$ cat config.mk
export PLATFORM = sky130hd
export DESIGN_NAME = unit_literal_serializer
export DESIGN_NICKNAME = d
export VERILOG_FILES = /design/src/rtl/unit_literal_serializer.sv
export SDC_FILE = /design/constraint.sdc
export NUM_CORES = 2
export LEC_CHECK = 0
export BUFFER_PORTS_ARGS = -buffer_cell sky130_fd_sc_hd__clkbuf_2
export CELL_PAD_IN_SITES_DETAIL_PLACEMENT = 1
export CELL_PAD_IN_SITES_GLOBAL_PLACEMENT = 1
export CORE_MARGIN = 1.5
export CORE_UTILIZATION = 35
export DETAILED_ROUTE_END_ITERATION = 7
export PLACE_DENSITY_LB_ADDON = 0.05
export SLEW_MARGIN = 15
export SYNTH_ARGS = -nofsm -noshare
export SYNTH_HDL_FRONTEND = slang
export SYNTH_SLANG_ARGS = --single-unit
$ cat constraint.sdc
create_clock -name clk -period 7.7 [get_ports clk]
set_clock_uncertainty 0.1 [all_clocks]
set_input_delay 0.77 -clock clk [delete_from_list [all_inputs] [get_ports clk]]
set_output_delay 0.77 -clock clk [all_outputs]
set_load 0.02 [all_outputs]
$ cat src/rtl/unit_literal_serializer.sv
`default_nettype none
// ============================================================================
//  Module      : unit_literal_serializer
//  Description : Captures a batch of unit-clause marks and implied values,
//                drops already-assigned variables and slot 0, then streams
//                the surviving implied literals one per cycle in ascending
//                variable order over a valid/ready handshake. Each batch
//                ends with a one-cycle done pulse carrying the literal count.
//  Ports       : clk, rst_n            - clock, async active-low reset
//                in_valid / in_ready   - batch handshake
//                mark_in, val_in,
//                assigned_in           - per-variable batch vectors
//                flush                 - synchronous abort of current batch
//                out_valid / out_ready - literal stream handshake
//                out_lit, out_last     - signed literal, final-beat flag
//                done, count           - batch-complete pulse, literal count
//  Revision    : 1.0 - initial release
// ============================================================================
module unit_literal_serializer #(
    parameter int WIDTH    = 9,
    parameter int MAX_SIZE = 256
) (
    input  logic                clk,
    input  logic                rst_n,
    input  logic                in_valid,
    output logic                in_ready,
    input  logic [MAX_SIZE-1:0] mark_in,
    input  logic [MAX_SIZE-1:0] val_in,
    input  logic [MAX_SIZE-1:0] assigned_in,
    input  logic                flush,
    output logic                out_valid,
    input  logic                out_ready,
    output logic [WIDTH-1:0]    out_lit,
    output logic                out_last,
    output logic                done,
    output logic [WIDTH-1:0]    count
);

    typedef enum logic [1:0] {
        S_IDLE = 2'd0,
        S_EMIT = 2'd1,
        S_DONE = 2'd2
    } state_t;

    localparam logic [MAX_SIZE-1:0] C_PEND_ONE  = MAX_SIZE'(1);
    localparam logic [MAX_SIZE-1:0] C_SLOT_MASK = ~C_PEND_ONE;
    localparam logic [WIDTH-1:0]    C_ONE_W     = WIDTH'(1);

    state_t              r_state;
    logic [MAX_SIZE-1:0] r_pend;
    logic [MAX_SIZE-1:0] r_val;
    logic [WIDTH-1:0]    r_cnt;
    logic [WIDTH-1:0]    r_count;

    logic [MAX_SIZE-1:0] w_capture;
    logic [MAX_SIZE-1:0] w_pend_next;
    logic                w_single;
    logic [WIDTH-2:0]    w_idx;
    logic [WIDTH-1:0]    w_mag;
    logic [WIDTH-1:0]    w_lit;

    // Slot 0 is reserved, so it is masked off at capture time.
    assign w_capture   = mark_in & ~assigned_in & C_SLOT_MASK;

    // x & (x-1) clears the lowest set bit: this is both the post-beat
    // pending vector and the "exactly one bit left" test.
    assign w_pend_next = r_pend & (r_pend - C_PEND_ONE);
    assign w_single    = (r_pend != '0) && (w_pend_next == '0);

    // Priority encoder: scanning downward lets the lowest set bit win.
    always_comb begin
        w_idx = '0;
        for (int i = MAX_SIZE - 1; i >= 0; i--) begin
            if (r_pend[i]) begin
                w_idx = (WIDTH-1)'(i);
            end
        end
    end

    assign w_mag = {1'b0, w_idx};
    assign w_lit = r_val[w_idx] ? w_mag : (~w_mag + C_ONE_W);

    // All outputs are decoded from registered state only.
    assign in_ready  = (r_state == S_IDLE);
    assign out_valid = (r_state == S_EMIT);
    assign out_lit   = out_valid ? w_lit : '0;
    assign out_last  = out_valid && w_single;
    assign done      = (r_state == S_DONE);
    assign count     = r_count;

    always_ff @(posedge clk or negedge rst_n) begin
        if (!rst_n) begin
            r_state <= S_IDLE;
            r_pend  <= '0;
            r_val   <= '0;
            r_cnt   <= '0;
            r_count <= '0;
        end else if (flush) begin
            // Abort wins over any handshake this cycle; count is untouched.
            r_state <= S_IDLE;
            r_pend  <= '0;
        end else begin
            case (r_state)
                S_IDLE: begin
                    if (in_valid) begin
                        r_pend <= w_capture;
                        r_val  <= val_in;
                        r_cnt  <= '0;
                        if (w_capture != '0) begin
                            r_state <= S_EMIT;
                        end else begin
                            r_state <= S_DONE;
                            r_count <= '0;
                        end
                    end
                end
                S_EMIT: begin
                    if (out_ready) begin
                        r_pend <= w_pend_next;
                        r_cnt  <= r_cnt + C_ONE_W;
                        if (w_single) begin
                            r_state <= S_DONE;
                            r_count <= r_cnt + C_ONE_W;
                        end
                    end
                end
                S_DONE: begin
                    r_state <= S_IDLE;
                end
                default: begin
                    r_state <= S_IDLE;
                end
            endcase
        end
    end

endmodule
`default_nettype wire

### Word level (Yosys, flattened, before mapping)

Cells that the tools add are included.
W data, S select, Z words.

| word-level totals | value |
|---|---|
| logic and storage cells | 314 |
| output and inout port bits | 22 |
| input port bits | 773 |
| register bits | 532 |

| operators by class | value |
|---|---|
| reductions and logical operators | 13 |
| order comparisons | 1 |
| bitwise gates (word level) | 5 |
| add/subtract/negate cells | 3 |
| eq/ne operators | 9 |
| mux-type cells | 278 |

Operators by type and width:

| kind | count |
|---|---|
| $mux W8 | 256 |
| $mux W256 | 3 |
| $and A256 B256 Y256 | 2 |
| $pmux W256 S2 | 1 |
| $reduce_bool A256 Y1 | 2 |
| $logic_not A256 Y1 | 1 |
| $not A256 Y256 | 1 |
| $sub A256 B1 Y256 const B | 1 |
| $mux W9 | 8 |
| $pmux W9 S2 | 2 |
| $add A9 B1 Y9 const B | 2 |
| $mux W2 | 5 |
| $lt A8 B9 Y1 const B | 1 |
| $ne A3 B2 Y1 const B | 3 |
| $not A8 Y9 | 1 |
| $reduce_and A3 Y1 | 3 |
| $bmux W1 S8 | 1 |
| $reduce_and A6 Y1 | 1 |
| $ne A2 B1 Y1 const B | 2 |
| $ne A2 B2 Y1 const B | 2 |
| $pmux W2 S2 | 1 |
| $reduce_and A4 Y1 | 1 |
| $reduce_bool A3 Y1 | 1 |
| $eq A2 B1 Y1 const B | 1 |
| other kinds (6) | 7 |

### Longest topological paths before layout

| logic depth | value |
|---|---|
| depth in word-level cells | 260 |
| gate-level depth with buffers | 20 |
| gate-level depth less buffers | 16 |

### Least setup slack after synthesis

No wires, ideal clock.

| timing | value |
|---|---|
| path type | register to output |
| start | register r_pend[54] |
| end | output out_last |
| cell stages (with the launch flop) | 16 |
| data arrival time | 4.997 ns |
| path buffers | 2 |
| setup slack | 1.833 ns |
| data required time | 6.830 ns |
| cell sequence | dfrtp_1 buf_6 or4_4 nand4bb_4 or2_1 buf_6 or4_4 or4_1 a221o_1 a2111oi_2 nand4_1 nor4_1 nand4_1 a2111oi_2 nand4_1 nor4_1 |

| between the ends | value |
|---|---|
| longest elaborated chain between the ends | 5 |
| elaborated cells on any way between the ends | 6 |

Ends and longest elaborated chain:

| item | line | text |
|---|---|---|
| start: declaration | 50 | `logic [MAX_SIZE-1:0] r_pend;` |
| start signal: assignment | 106 | `r_pend <= w_capture;` |
| start signal: assignment | 119 | `r_pend <= w_pend_next;` |
| $sub A256 B1 Y256 | 67 | `assign w_pend_next = r_pend & (r_pend - C_PEND_ONE);` |
| $and A256 B256 Y256 | 67 |  |
| $logic_not A256 Y1 | 68 | `assign w_single = (r_pend != '0) && (w_pend_next == '0);` |
| $logic_and A1 B1 Y1 * | 68 |  |
| $logic_and A1 B1 Y1 * | 87 | `assign out_last = out_valid && w_single;` |
| end: declaration | 34 | `output logic out_last,` |

Mark *: on every way between the ends. The rest lies on a longest branch, timed or not.

### Worst setup path after layout

| timing | value |
|---|---|
| start | register r_pend[51] |
| end | output out_last |

Same word-level chain as after synthesis.

==> PnR_summary.wiki <==
{| class="wikitable"
! Metric !! Value
|-
| Number of optimization iterations in the first detailed-route pass || 8
|-
| Clock latency on the worst-skew pair || 670 ps
|-
| Tmin final || 7640 ps
|-
| Worst-case vdd ir drop || 163 uV
|-
| Run status || finished, violations left
|-
| Root Buffer || sky130_fd_sc_hd__clkbuf_16
|-
| Data required time of the worst path || 6830 ps
|-
| Worst min-delay path class || input port to asynchronous set/reset pin
|-
| Class of the most critical setup path || register to primary output
|-
| Launching element type of the critical path || register
|-
| Worst reg2reg path startpoint || r_pend[51]
|-
| Die X || 316 um
|-
| Fin. max-slew vios || 0
|-
| Most frequent CP cell || sky130_fd_sc_hd__buf_4
|-
| Sequential-to-total area share from yosys stat || 38.8%
|-
| Sum of overflow across all layers after global routing || 0
|-
| Overall Global Routing Usage || 42.4%
|-
| Die Area || 99,700 um2
|-
| Clock sink total || 531
|-
| Failing checks || design-rule violations
|-
| Synthesized-area fraction occupied by xor and xnor cells || 0.179%
|-
| Crit share post-route || 99.2%
|-
| Delay-heaviest family, CP || simple AND/OR/NAND/NOR gates
|-
| Library cells used by synthesis || 88
|-
| Sum Neg Setup Slack || 0 ps
|-
| Critical register-to-register path endpoint || count[7]
|-
| Most frequent cells in the layout || sky130_fd_sc_hd__nand2_1, sky130_fd_sc_hd__clkbuf_2, sky130_fd_sc_hd__dfrtp_1, sky130_fd_sc_hd__o21ai_0, sky130_fd_sc_hd__nor2_1
|-
| Share of cell area taken by muxes after synthesis || 2.84%
|-
| Reg2reg path depth || 19
|-
| Die Y || 316 um
|-
| Port Buffer Count || 792
|-
| Effective utilization at floorplan || 35.4%
|-
| Area overhead of the layout relative to synthesis || 25.8%
|-
| Final non-filler cell total || 6,645
|-
| Synthesized Nets || 5,290
|-
| Total wire length after detailed routing || 217 mm
|-
| Number of hold violations in the final report || 0
|-
| Register-to-register setup slack || 1180 ps
|-
| Average instance area after synthesis || 7.58 um2
|-
| I/O pin count || 795
|-
| Final layout net count || 6,081
|-
| Share of layout cells above drive strength 1 || 22.4%
|-
| Number of antenna violations at the first check in global routing || 28
|-
| Measured slew at the worst slew-check pin || 1270 ps
|-
| Commonest non-fill, non-tap cell in the layout || sky130_fd_sc_hd__nand2_1
|-
| CTS Buf Count || 69
|-
| Number of global-route vias before repair || 40,700
|-
| Dominant combinational cell family by area after synthesis || simple AND/OR/NAND/NOR gates
|-
| Synthesized-area fraction occupied by adder cells || 0.307%
|-
| Clock tree from TritonCTS || yes
|-
| Static Leakage || 20.6 nW
|-
| Average wire per standard cell || 32.6 um
|-
| Standard-cell rows || 114
|-
| RSZ-0062 raised after global routing || false
|-
| MaxCap Viol Count || 0
|-
| Post-layout util || 44.5%
|-
| Max Clk Rate || 131 MHz
|-
| First-pass GRT wire length || 302 mm
|-
| Longest Clk Path Bufs || 3
|-
| Total number of yosys warnings || 0
|-
| Share of synthesized cell area in and, or, nand and nor gates || 32.0%
|-
| Share of the synthesized area in compound gates (AO/OA/AOI/OAI) || 21.0%
|-
| Summed instance area of the synthesized netlist || 34,200 um2
|-
| Vias per cell || 6.17
|-
| Relative max-transition margin || 14.9%
|-
| Clock Pin Slew Worst Setup and Hold Paths || 60 ps
|-
| Initial DRC count || 4,864
|-
| Number of storage elements in the synthesis netlist || 531
|-
| Worst path max stage delay || 680 ps
|-
| Final antenna-violating net count || 0
|-
| Top fanout value on the critical path || 15
|-
| Crit path capture type || primary output
|-
| Remaining routing DRC violations || 168
|-
| Synth Instances || 4,515
|-
| Total vias in the final route || 41,000
|-
| Placeable Area || 96,900 um2
|-
| Max Used Layer || met5
|-
| Most frequently used flop master after synthesis || sky130_fd_sc_hd__dfrtp_1
|-
| Pin count of the biggest net entering global routing || 205
|-
| Metal-1 WL || 81.9 mm
|-
| Worst Path Arrival || 6770 ps
|-
| Met3 layer wire length in the routed design || 21.3 mm
|-
| Ordered list of cells on the worst path || or4_1 > nand4bb_4 > or2_2 > or4_1 > buf_4 > nor3_1 > nand2b_1 > o2111ai_1 > nor4_1 > buf_4 > nand4_1 > buf_4 > or3_1 > nor3b_1 > nand4_1 > nor4_1 > buf_4 > clkbuf_2
|-
| CP bufs+invs || 5
|-
| Total instance count after detailed placement || 6,510
|-
| Slowest CP cell || sky130_fd_sc_hd__or4_1
|-
| Power density cells || 240 nW/um2
|-
| WL met2 || 95.5 mm
|-
| Share of flip-flops with an asynchronous set or reset after synthesis || 100%
|-
| Final-report setup violation count || 0
|-
| Final weighted congestion in routability-driven placement || 1.09
|-
| Number of enable flip-flop cells after synthesis || 0
|-
| Max H-tree Level || 3
|-
| DP HPWL || 170 mm
|}
## cell type report
type | instances | area, um2
clock buffers | 103 | 2120
diodes | 10 | 25.0
multi-input cells | 3541 | 19500
inverters | 176 | 662
repair buffers | 987 | 5590
flip-flops and latches | 531 | 13300
fillers | 12100 | 53800
clock inverters | 21 | 279
well taps | 1276 | 1600
## logic make-up after synthesis
| kind of cell | after synthesis |
|---|---|
| flops | 531 |
| fa+ha+maj | 10 |
| simple gates | 2297 |
| mux | 95 |
| buf+inv | 443 |
| compound gates | 1132 |
| xor+xnor | 7 |
## synth_stat cells (14+ instances only)
| cell | n | area, um2 |
|---|---|---|
| sky130_fd_sc_hd__nand2_1 | 1075 | 4040 |
| sky130_fd_sc_hd__dfrtp_1 | 531 | 13300 |
| sky130_fd_sc_hd__o21ai_0 | 414 | 2070 |
| sky130_fd_sc_hd__nor2_1 | 317 | 1190 |
| sky130_fd_sc_hd__clkbuf_1 | 242 | 908 |
| sky130_fd_sc_hd__a21oi_1 | 209 | 1050 |
| sky130_fd_sc_hd__nand2b_1 | 193 | 1210 |
| sky130_fd_sc_hd__inv_1 | 174 | 653 |
| sky130_fd_sc_hd__nor4_1 | 139 | 870 |
| sky130_fd_sc_hd__nor3_1 | 107 | 536 |
| sky130_fd_sc_hd__mux2i_1 | 86 | 861 |
| sky130_fd_sc_hd__nor2b_1 | 80 | 500 |
| sky130_fd_sc_hd__nand4_1 | 79 | 494 |
| sky130_fd_sc_hd__o22ai_1 | 69 | 432 |
| sky130_fd_sc_hd__or4_1 | 68 | 510 |
| sky130_fd_sc_hd__nand3_1 | 61 | 305 |
| sky130_fd_sc_hd__or3_1 | 51 | 319 |
| sky130_fd_sc_hd__o2111ai_1 | 41 | 359 |
| sky130_fd_sc_hd__a22oi_1 | 40 | 300 |
| sky130_fd_sc_hd__a211oi_1 | 37 | 278 |
| sky130_fd_sc_hd__or2_2 | 35 | 219 |
| sky130_fd_sc_hd__o211ai_1 | 33 | 248 |
| sky130_fd_sc_hd__o31ai_1 | 27 | 203 |
| sky130_fd_sc_hd__a32oi_1 | 25 | 219 |
| sky130_fd_sc_hd__a2111oi_0 | 24 | 210 |
| sky130_fd_sc_hd__and3_1 | 23 | 144 |
| sky130_fd_sc_hd__a31oi_1 | 22 | 138 |
| sky130_fd_sc_hd__o21a_1 | 21 | 158 |
| sky130_fd_sc_hd__buf_1 | 20 | 75.1 |
| sky130_fd_sc_hd__a221oi_1 | 15 | 131 |
| sky130_fd_sc_hd__a22o_1 | 14 | 123 |
| sky130_fd_sc_hd__and2_1 | 14 | 87.6 |
| sky130_fd_sc_hd__o221ai_1 | 14 | 123 |
## repair_timing
action / CTS / global route
setup buffers: 0 / 1
pin swaps: 0 / 1
hold buffers: 0 / 0
gates resized for setup: 7 / 20
endpoints found under the hold margin: 0 / 0
setup endpoints to repair: 2 / 5
## worst max path at each step
stage               start       end  cells after the start
4_1_cts        r_pend[51]  out_last                     17
3_5_place_dp   r_pend[26]  out_last                     18
6_report       r_pend[51]  out_last                     18
3_3_place_gp   r_pend[26]  out_last                     18
5_1_grt        r_pend[82]  out_last                     17
2_1_floorplan  r_pend[54]  out_last                     15
## layer usage
| metal | GRT usage (%) | vias up |
|---|---|---|
| met5 | 0 | - |
| li1 | - | 17700 |
| met1 | 51.6 | 20500 |
| met2 | 65.6 | 2219 |
| met3 | 11.5 | 618 |
| met4 | 29.0 | 38 |
## power by group
group,internal (mW),total [mW],switching (mW)
Sequential,3.07,3.34,0.270
Clock,2.05,3.50,1.45
Combinational,1.19,3.48,2.30
Total,6.31,10.3,4.01
## flip-flops by register name, indices dropped and copies added (netlist names)
register	cells
count	9
r_cnt	9
r_pend	255
r_state	2
r_val	256
## metrics by stage
| stage | total power [mW] | worst slack (ps) | instance area [um2] | hold slack (ps) |
|---|---|---|---|---|
| floorplan | 5.07 | 1830 | 34200 | 337 |
| global placement | 6.73 | 511 | 40500 | 352 |
| detailed placement | 6.76 | 458 | 40500 | 355 |
| CTS | 10.3 | 75.0 | 42900 | 52.1 |
| global route | 10.7 | 0.180 | 43000 | 76.8 |
| finish | 10.3 | 61.6 | 43100 | 41.4 |
Note: power is estimated with default switching activity, not from simulation.
